<file path="src/rtl/csr_regfile_if.sv">
// csr_regfile_if: execute-stage read port, commit-stage write/trap/mret inputs and redirect outputs of the CSR file
interface csr_regfile_if;
    logic [11:0] ra;
    logic [63:0] rd;
    logic        ra_illegal;
    logic        wvalid;
    logic [11:0] wa;
    logic [63:0] wd;
    logic        retire;
    logic        trap_valid;
    logic [63:0] trap_pc;
    logic [63:0] trap_cause;
    logic [63:0] trap_tval;
    logic        mret;
    logic        redirect_valid;
    logic [63:0] redirect_pc;
    modport master (
        output ra, wvalid, wa, wd, retire, trap_valid, trap_pc, trap_cause, trap_tval, mret,
        input  rd, ra_illegal, redirect_valid, redirect_pc
    );
    modport slave (
        input  ra, wvalid, wa, wd, retire, trap_valid, trap_pc, trap_cause, trap_tval, mret,
        output rd, ra_illegal, redirect_valid, redirect_pc
    );
endinterface

</file>
<file path="src/rtl/csr_regfile.sv">
// csr_regfile: machine-mode CSR storage with trap entry, MRET and mcycle/minstret; CSR_MINSTRET_EN adds the minstret counter
module csr_regfile #(
    parameter logic [63:0] RESET_MTVEC = 64'h0
) (
    input logic          clk,
    input logic          reset,
    csr_regfile_if.slave bus
);
    logic        mst_mie_q, mst_mie_d, mst_mpie_q, mst_mpie_d;
    logic [63:0] mie_q, mie_d, mtvec_q, mtvec_d, mscratch_q, mscratch_d;
    logic [63:0] mepc_q, mepc_d, mcause_q, mcause_d, mtval_q, mtval_d;
    logic [63:0] mcycle_q, mcycle_d;
    logic [63:0] mstatus;
`ifdef CSR_MINSTRET_EN
    logic [63:0] minstret_q, minstret_d;
`endif
    logic        wr;
    // MPP is hardwired to machine mode; only MIE and MPIE are stored
    assign mstatus = {51'b0, 2'b11, 3'b0, mst_mpie_q, 3'b0, mst_mie_q, 3'b0};
    // writes only take effect when neither trap nor mret claims the edge
    assign wr = bus.wvalid & ~bus.trap_valid & ~bus.mret;
    assign bus.redirect_valid = bus.trap_valid | bus.mret;
    assign bus.redirect_pc = bus.trap_valid ? mtvec_q : bus.mret ? mepc_q : '0;
    // combinational read of pre-edge state, no write bypass
    always_comb begin
        bus.rd = '0;
        bus.ra_illegal = 1'b0;
        case (bus.ra)
            12'h300: bus.rd = mstatus;
            12'h304: bus.rd = mie_q;
            12'h305: bus.rd = mtvec_q;
            12'h340: bus.rd = mscratch_q;
            12'h341: bus.rd = mepc_q;
            12'h342: bus.rd = mcause_q;
            12'h343: bus.rd = mtval_q;
            12'hB00: bus.rd = mcycle_q;
`ifdef CSR_MINSTRET_EN
            12'hB02: bus.rd = minstret_q;
`else
            12'hB02: bus.rd = '0;
`endif
            12'h344: bus.rd = '0;
            default: bus.ra_illegal = 1'b1;
        endcase
    end
    // next state: trap beats mret beats CSR write; counters run underneath
    always_comb begin
        mst_mie_d = mst_mie_q;
        mst_mpie_d = mst_mpie_q;
        mie_d = mie_q;
        mtvec_d = mtvec_q;
        mscratch_d = mscratch_q;
        mepc_d = mepc_q;
        mcause_d = mcause_q;
        mtval_d = mtval_q;
        mcycle_d = mcycle_q + 64'd1;
`ifdef CSR_MINSTRET_EN
        minstret_d = minstret_q + {63'b0, bus.retire};
`endif
        if (bus.trap_valid) begin
            mepc_d = {bus.trap_pc[63:2], 2'b00};
            mcause_d = bus.trap_cause;
            mtval_d = bus.trap_tval;
            mst_mpie_d = mst_mie_q;
            mst_mie_d = 1'b0;
        end else if (bus.mret) begin
            mst_mie_d = mst_mpie_q;
            mst_mpie_d = 1'b1;
        end
        if (wr) begin
            case (bus.wa)
                12'h300: begin
                    mst_mie_d = bus.wd[3];
                    mst_mpie_d = bus.wd[7];
                end
                12'h304: mie_d = bus.wd;
                12'h305: mtvec_d = {bus.wd[63:2], 2'b00};
                12'h340: mscratch_d = bus.wd;
                12'h341: mepc_d = {bus.wd[63:2], 2'b00};
                12'h342: mcause_d = bus.wd;
                12'h343: mtval_d = bus.wd;
                12'hB00: mcycle_d = bus.wd;
`ifdef CSR_MINSTRET_EN
                12'hB02: minstret_d = bus.wd;
`endif
                default: ;
            endcase
        end
    end
    // state registers; reset overrides every event on the same edge
    always_ff @(posedge clk) begin
        if (reset) begin
            mst_mie_q <= 1'b0;
            mst_mpie_q <= 1'b0;
            mie_q <= '0;
            mtvec_q <= {RESET_MTVEC[63:2], 2'b00};
            mscratch_q <= '0;
            mepc_q <= '0;
            mcause_q <= '0;
            mtval_q <= '0;
            mcycle_q <= '0;
`ifdef CSR_MINSTRET_EN
            minstret_q <= '0;
`endif
        end else begin
            mst_mie_q <= mst_mie_d;
            mst_mpie_q <= mst_mpie_d;
            mie_q <= mie_d;
            mtvec_q <= mtvec_d;
            mscratch_q <= mscratch_d;
            mepc_q <= mepc_d;
            mcause_q <= mcause_d;
            mtval_q <= mtval_d;
            mcycle_q <= mcycle_d;
`ifdef CSR_MINSTRET_EN
            minstret_q <= minstret_d;
`endif
        end
    end
endmodule

</file>
<file path="src/flat_wrapper.sv">
// flat-port wrapper written by rule: the top's interface ports become plain ports
module csr_regfile_flat 
#(
    parameter logic [63:0] RESET_MTVEC = 64'h0
)
  (clk, reset, bus_ra, bus_wvalid, bus_wa, bus_wd, bus_retire, bus_trap_valid, bus_trap_pc, bus_trap_cause, bus_trap_tval, bus_mret, bus_rd, bus_ra_illegal, bus_redirect_valid, bus_redirect_pc);
  csr_regfile_if bus_i ();
  input logic clk;
  input logic reset;
  input wire logic [$bits(bus_i.ra)-1:0] bus_ra;
  input wire logic [$bits(bus_i.wvalid)-1:0] bus_wvalid;
  input wire logic [$bits(bus_i.wa)-1:0] bus_wa;
  input wire logic [$bits(bus_i.wd)-1:0] bus_wd;
  input wire logic [$bits(bus_i.retire)-1:0] bus_retire;
  input wire logic [$bits(bus_i.trap_valid)-1:0] bus_trap_valid;
  input wire logic [$bits(bus_i.trap_pc)-1:0] bus_trap_pc;
  input wire logic [$bits(bus_i.trap_cause)-1:0] bus_trap_cause;
  input wire logic [$bits(bus_i.trap_tval)-1:0] bus_trap_tval;
  input wire logic [$bits(bus_i.mret)-1:0] bus_mret;
  output wire logic [$bits(bus_i.rd)-1:0] bus_rd;
  output wire logic [$bits(bus_i.ra_illegal)-1:0] bus_ra_illegal;
  output wire logic [$bits(bus_i.redirect_valid)-1:0] bus_redirect_valid;
  output wire logic [$bits(bus_i.redirect_pc)-1:0] bus_redirect_pc;
  assign bus_i.ra = bus_ra;
  assign bus_i.wvalid = bus_wvalid;
  assign bus_i.wa = bus_wa;
  assign bus_i.wd = bus_wd;
  assign bus_i.retire = bus_retire;
  assign bus_i.trap_valid = bus_trap_valid;
  assign bus_i.trap_pc = bus_trap_pc;
  assign bus_i.trap_cause = bus_trap_cause;
  assign bus_i.trap_tval = bus_trap_tval;
  assign bus_i.mret = bus_mret;
  assign bus_rd = bus_i.rd;
  assign bus_ra_illegal = bus_i.ra_illegal;
  assign bus_redirect_valid = bus_i.redirect_valid;
  assign bus_redirect_pc = bus_i.redirect_pc;
  csr_regfile #(.RESET_MTVEC(RESET_MTVEC)) u_core (.clk(clk), .reset(reset), .bus(bus_i));
endmodule
</file>
<file path="config.mk">
export PLATFORM = sky130hd
export DESIGN_NAME = csr_regfile_flat
export DESIGN_NICKNAME = d
export VERILOG_FILES = /design/src/rtl/csr_regfile_if.sv /design/src/rtl/csr_regfile.sv /design/src/flat_wrapper.sv
export SDC_FILE = /design/constraint.sdc
export NUM_CORES = 1
export LEC_CHECK = 0
export ABC_AREA = 1
export CAP_MARGIN = 20
export CORE_MARGIN = 2
export CORE_UTILIZATION = 50
export CTS_CLUSTER_DIAMETER = 60
export DETAILED_ROUTE_END_ITERATION = 8
export DONT_BUFFER_PORTS = 1
export PLACE_DENSITY = 0.73
export SYNTH_ARGS = -nofsm -noshare
export SYNTH_HDL_FRONTEND = slang
export SYNTH_SLANG_ARGS = --single-unit
export TNS_END_PERCENT = 30
</file>
<file path="constraint.sdc">
create_clock -name clk -period 2.6 [get_ports clk]
set_input_delay 0.26 -clock clk [delete_from_list [all_inputs] [get_ports clk]]
set_output_delay 0.26 -clock clk [all_outputs]
set_load 0.01 [all_outputs]
</file>
---- Word-level counts from Yosys, hierarchy flattened ----
Cells that the tools add are included.
storage, ports and cells
  bits in registers ....................... 448
  bits of input ports ..................... 286
  output and inout bits ................... 130
  logic and storage cells ................. 60
operators by class
  add/sub/neg operators ................... 1
  equal/unequal tests ..................... 18
  multiplexer cells ....................... 23
  bitwise operators ....................... 5
  reduce and logical (&&, ||, !) cells .... 4
operators with widths
  cell                   number
  $mux 64                13
  $pmux 64 s8            1
  $eq 12x10->1 const B   15
  $add 64x1->64 const B  1
  $eq 12x12->1 const B   3
  $reduce_or 10->1       1
  $mux 1                 9
  $reduce_and 2->1       3
  $and 1x1->1            2
  $not 1->1              2
  $or 1x1->1             1

---- Logic depth before layout (Yosys ltp) ----
  word-level depth ........................ 4
  mapped depth ............................ 12
  mapped depth without buffers ............ 12

---- Worst setup path after synthesis ----
No wires, ideal clock.
  path type ............................... input to output
  start point ............................. input port bus_ra[7]
  end point ............................... output port bus_rd[11]
  data arrival time ....................... 1509 ps
  required time ........................... 2340 ps
  setup slack ............................. 831 ps
  stages .................................. 11
  path buffers ............................ 2
  cell sequence ........................... inv_1 nand3_1 nor3_2 nand2_2 inv_2 buf_4 buf_4 nand2_1 o21ai_0 nor2_1 nand2_1
on the way
  cells in the longest elaborated chain, start to end .. 2
  elaborated cells on any way between the ends .. 9
  those cells by class .................... eq/ne (8); mux (1)
RTL lines
  item                                          line                source
  from (decl)                                   flat_wrapper.sv:10  input wire logic [$bits(bus_i.ra)-1:0] bus_ra;
  $eq 12x12->1 or $eq 12x10->1 (tied branches)  csr_regfile.sv:28   case (bus.ra)
  $pmux 64 s8 *                                 csr_regfile.sv:28
  to (decl)                                     flat_wrapper.sv:20  output wire logic [$bits(bus_i.rd)-1:0] bus_rd;
Every way passes the cells marked *; elsewhere a longest branch is shown, timed or not.

---- Worst setup path after layout ----
  start point ............................. input port bus_ra[7]
  end point ............................... output port bus_rd[59]
The elaborated chain is that of the path after synthesis.

==> flow_summary.toml <==
[sta]
slew_violations = 0
setup_viol = 0
layout_setup_ws_ns = 0.390
fin_tns_setup_ns = 0
slew_headroom_pct = 18.2
worst_pin_slew_ns = 1.22
fin_skew_ns = 0.0243
rsz0062_at_grt = "false"
finalHoldViolations = 0
min_period_ns = 2.21
fmax_mhz = 452
post-route-period-util_pct = 85.0

[yosys]
yosysWarnings = 0
netlist_area_um2 = 24300
synth_seq_area_share_pct = 36.9
ys_seq_elements = 448
synthesis.nets = 4248
netlist.top_cell.by_area = "dfxtp_1"
avgSynthCellArea_um2 = 6.13
synth_cells = 3961
yosysUniqueCellTypes = 35
synth_top_area_share_pct = 36.9
synth_area_leaders = "dfxtp_1 (37%), nand2_1 (15%), o21ai_0 (13%)"

[worst_setup_path]
crit_path_end_kind = "output pin"
path_class = "in -> out"
r2r-start = "u_core.mcycle_q[1]"
critPathLaunchType = "input port"
reg2reg_slack_ns = 0.43
crit_fanout = 29
reg2reg_depth = 10
regToRegEndpoint = "u_core.mcycle_q[58]"
crit_arrival_ns = 1.95
crit_start = "bus_ra[7]"
worstPathRequired_ns = 2.34

[drt]
totalWireLength_mm = 95.3
dr.pass1.iters = 6
final_antenna_net_count = 0
drc = 0
vias = 27100
viasPerCell = 5.68
drtIter0Drc = 2841
routedWlPerCell_um = 20.0

[floorplan]
io_pins = 416
num_rows = 80
start_util_pct = 50.8
fp.dieArea_um2 = 50400
die_w_um = 224
coreArea_um2 = 47800
die_h_um = 224

[cells_and_area]
drive_gt1_share_pct = 4.97
syn_to_final_growth_pct = 19.8
fillers = 4506
multi_input_area_um2 = 12600
ff_latch_area_um2 = 8970
layout.nets = 4392
fin_cells = 4762
fin_util_pct = 60.8

[placed_design]
hpwl_mm = 59.0
placed_cells = 4414
dp_slack_ns = 0.414
gp_congestion = 0.999
io_buffers = 0

[status]
status = "completed"

[power_and_ir_drop]
p_leak_nw = 12.4
power.density_nw_per_um2 = 536
finalPower_mw = 15.6
ir_drop_uv = 563

[clock_tree]
cts_root_buf = "clkbuf_16"
clk_pin_slew_ns = 0.06
cts_buffers = 50
clkLatencyLatePin_ns = 0.60
htreeDepth = 2
cts_tree = "built"
clockBufferDepth = 3
cts.sinks = 448
post_cts_buffers = 0

[worst_hold_path]
min_from = "bus_trap_cause[3]"
hold_depth = 4
min-delay-path-class = "in -> reg"
hold_path_end = "u_core.mcause_q[3]"

[grt]
grtUsageTotal_pct = 36.7
grt_pass1_wl_mm = 145
grt.overflow.total = 0
grt_antenna_before_repair = 5
first_global_vias = 25300
grt_max_degree = 156

[job]
drv_cap = 0
## worst max-delay path, cell delays in order
cell,delay [ns]
inv_1,0.05
nand4_1,0.13
nor2_1,0.39
nand2_1,0.16
inv_2,0.11
buf_4,0.39
nand2_1,0.08
o21ai_0,0.13
nor2_1,0.08
nand2_1,0.13
## kinds of logic after synthesis
logic type / after synthesis / synth area share (%)
fa+ha+maj: 1 / 0.0515
buf+inv: 686 / 11.4
xor+xnor: 20 / 0.721
simple gates: 1838 / 30.5
flops: 448 / 36.9
compound gates: 968 / 20.4
## repair_timing
action                                 in CTS  in global routing
hold buffers                              254                  0
resized for setup                           0                  0
endpoints found under the hold margin     448                  0
## cell usage after synthesis (all sizes together)
| master | n |
|---|---|
| o21ai | 682 |
| xor2 | 15 |
| a31oi | 5 |
| dfxtp | 448 |
| or2 | 1 |
| clkbuf | 157 |
| o21bai | 10 |
| nor2 | 589 |
| nand3b | 4 |
| a21oi | 209 |
| nor3 | 142 |
| nor3b | 19 |
| nand3 | 101 |
| inv | 431 |
| xnor2 | 5 |
| o22ai | 61 |
| nand4 | 10 |
| nand2 | 972 |
| buf | 98 |
| ha | 1 |
| a22o | 1 |
## final cells by class
class                   count  share of cell area (%)
inverters                 431                    5.60
diodes                      6                  0.0516
clock buffers              79                    5.30
repair buffers            347                    12.0
well taps                 615                    2.64
clock inverters             9                   0.288
flip-flops and latches    448                    30.8
multi-input cells        2827                    43.3
## stage by stage
stage / hold slack [ns] / cell area [um2]
floorplan: 0.339 / 24300
global placement: 0.340 / 24900
detailed placement: 0.343 / 24900
CTS: 0.000699 / 29100
global route: 0.0272 / 29100
finish: 0.00416 / 29100
## worst max-delay path by stage
| stage | end | slack [ns] | cells past startpoint |
|---|---|---|---|
| final | bus_rd[59] | 0.39 | 10 |
| after global routing | bus_rd[52] | 0.25 | 10 |
| after CTS | bus_rd[59] | 0.41 | 10 |
| after detailed placement | bus_rd[59] | 0.41 | 10 |
| after global placement | bus_rd[59] | 0.45 | 10 |
| after floorplan | bus_rd[11] | 0.83 | 11 |
## power by group
| group | internal, mW | switching [mW] |
|---|---|---|
| clock network | 4.14 | 2.96 |
| logic | 0.556 | 0.824 |
| registers | 7.03 | 0.0701 |
| total | 11.7 | 3.86 |
## routing by layer
metal	part of all wire, %	track usage (%)
met5	0	0
met4	4.4	16.5
met3	11	8.63
met2	44	58.5
met1	41	47.2
## registers in the layout, indices dropped and copies added (netlist names)
| register | count |
|---|---|
| u_core.mcause_q | 64 |
| u_core.mcycle_q | 64 |
| u_core.mepc_q | 64 |
| u_core.mie_q | 64 |
| u_core.mscratch_q | 64 |
| u_core.mtval_q | 64 |
| u_core.mtvec_q | 62 |
| u_core.mst_mie_q | 1 |
| u_core.mst_mpie_q | 1 |
## cells in the final DEF, fill, tap and decap left out, types with 16 or more instances in the layout
master         instances
dfxtp_1              448
clkbuf_8              16
o21ai_1               70
dlygate4sd3_1        251
o21ai_0              612
nor2_1               584
nor3_1               137
nor3b_1               18
buf_12                17
inv_1                421
clkbuf_16             51
nand3_1               97
buf_4                 77
o22ai_1               61
nand2_1              964
a21oi_1              209
(Power assumes the default switching activity.)
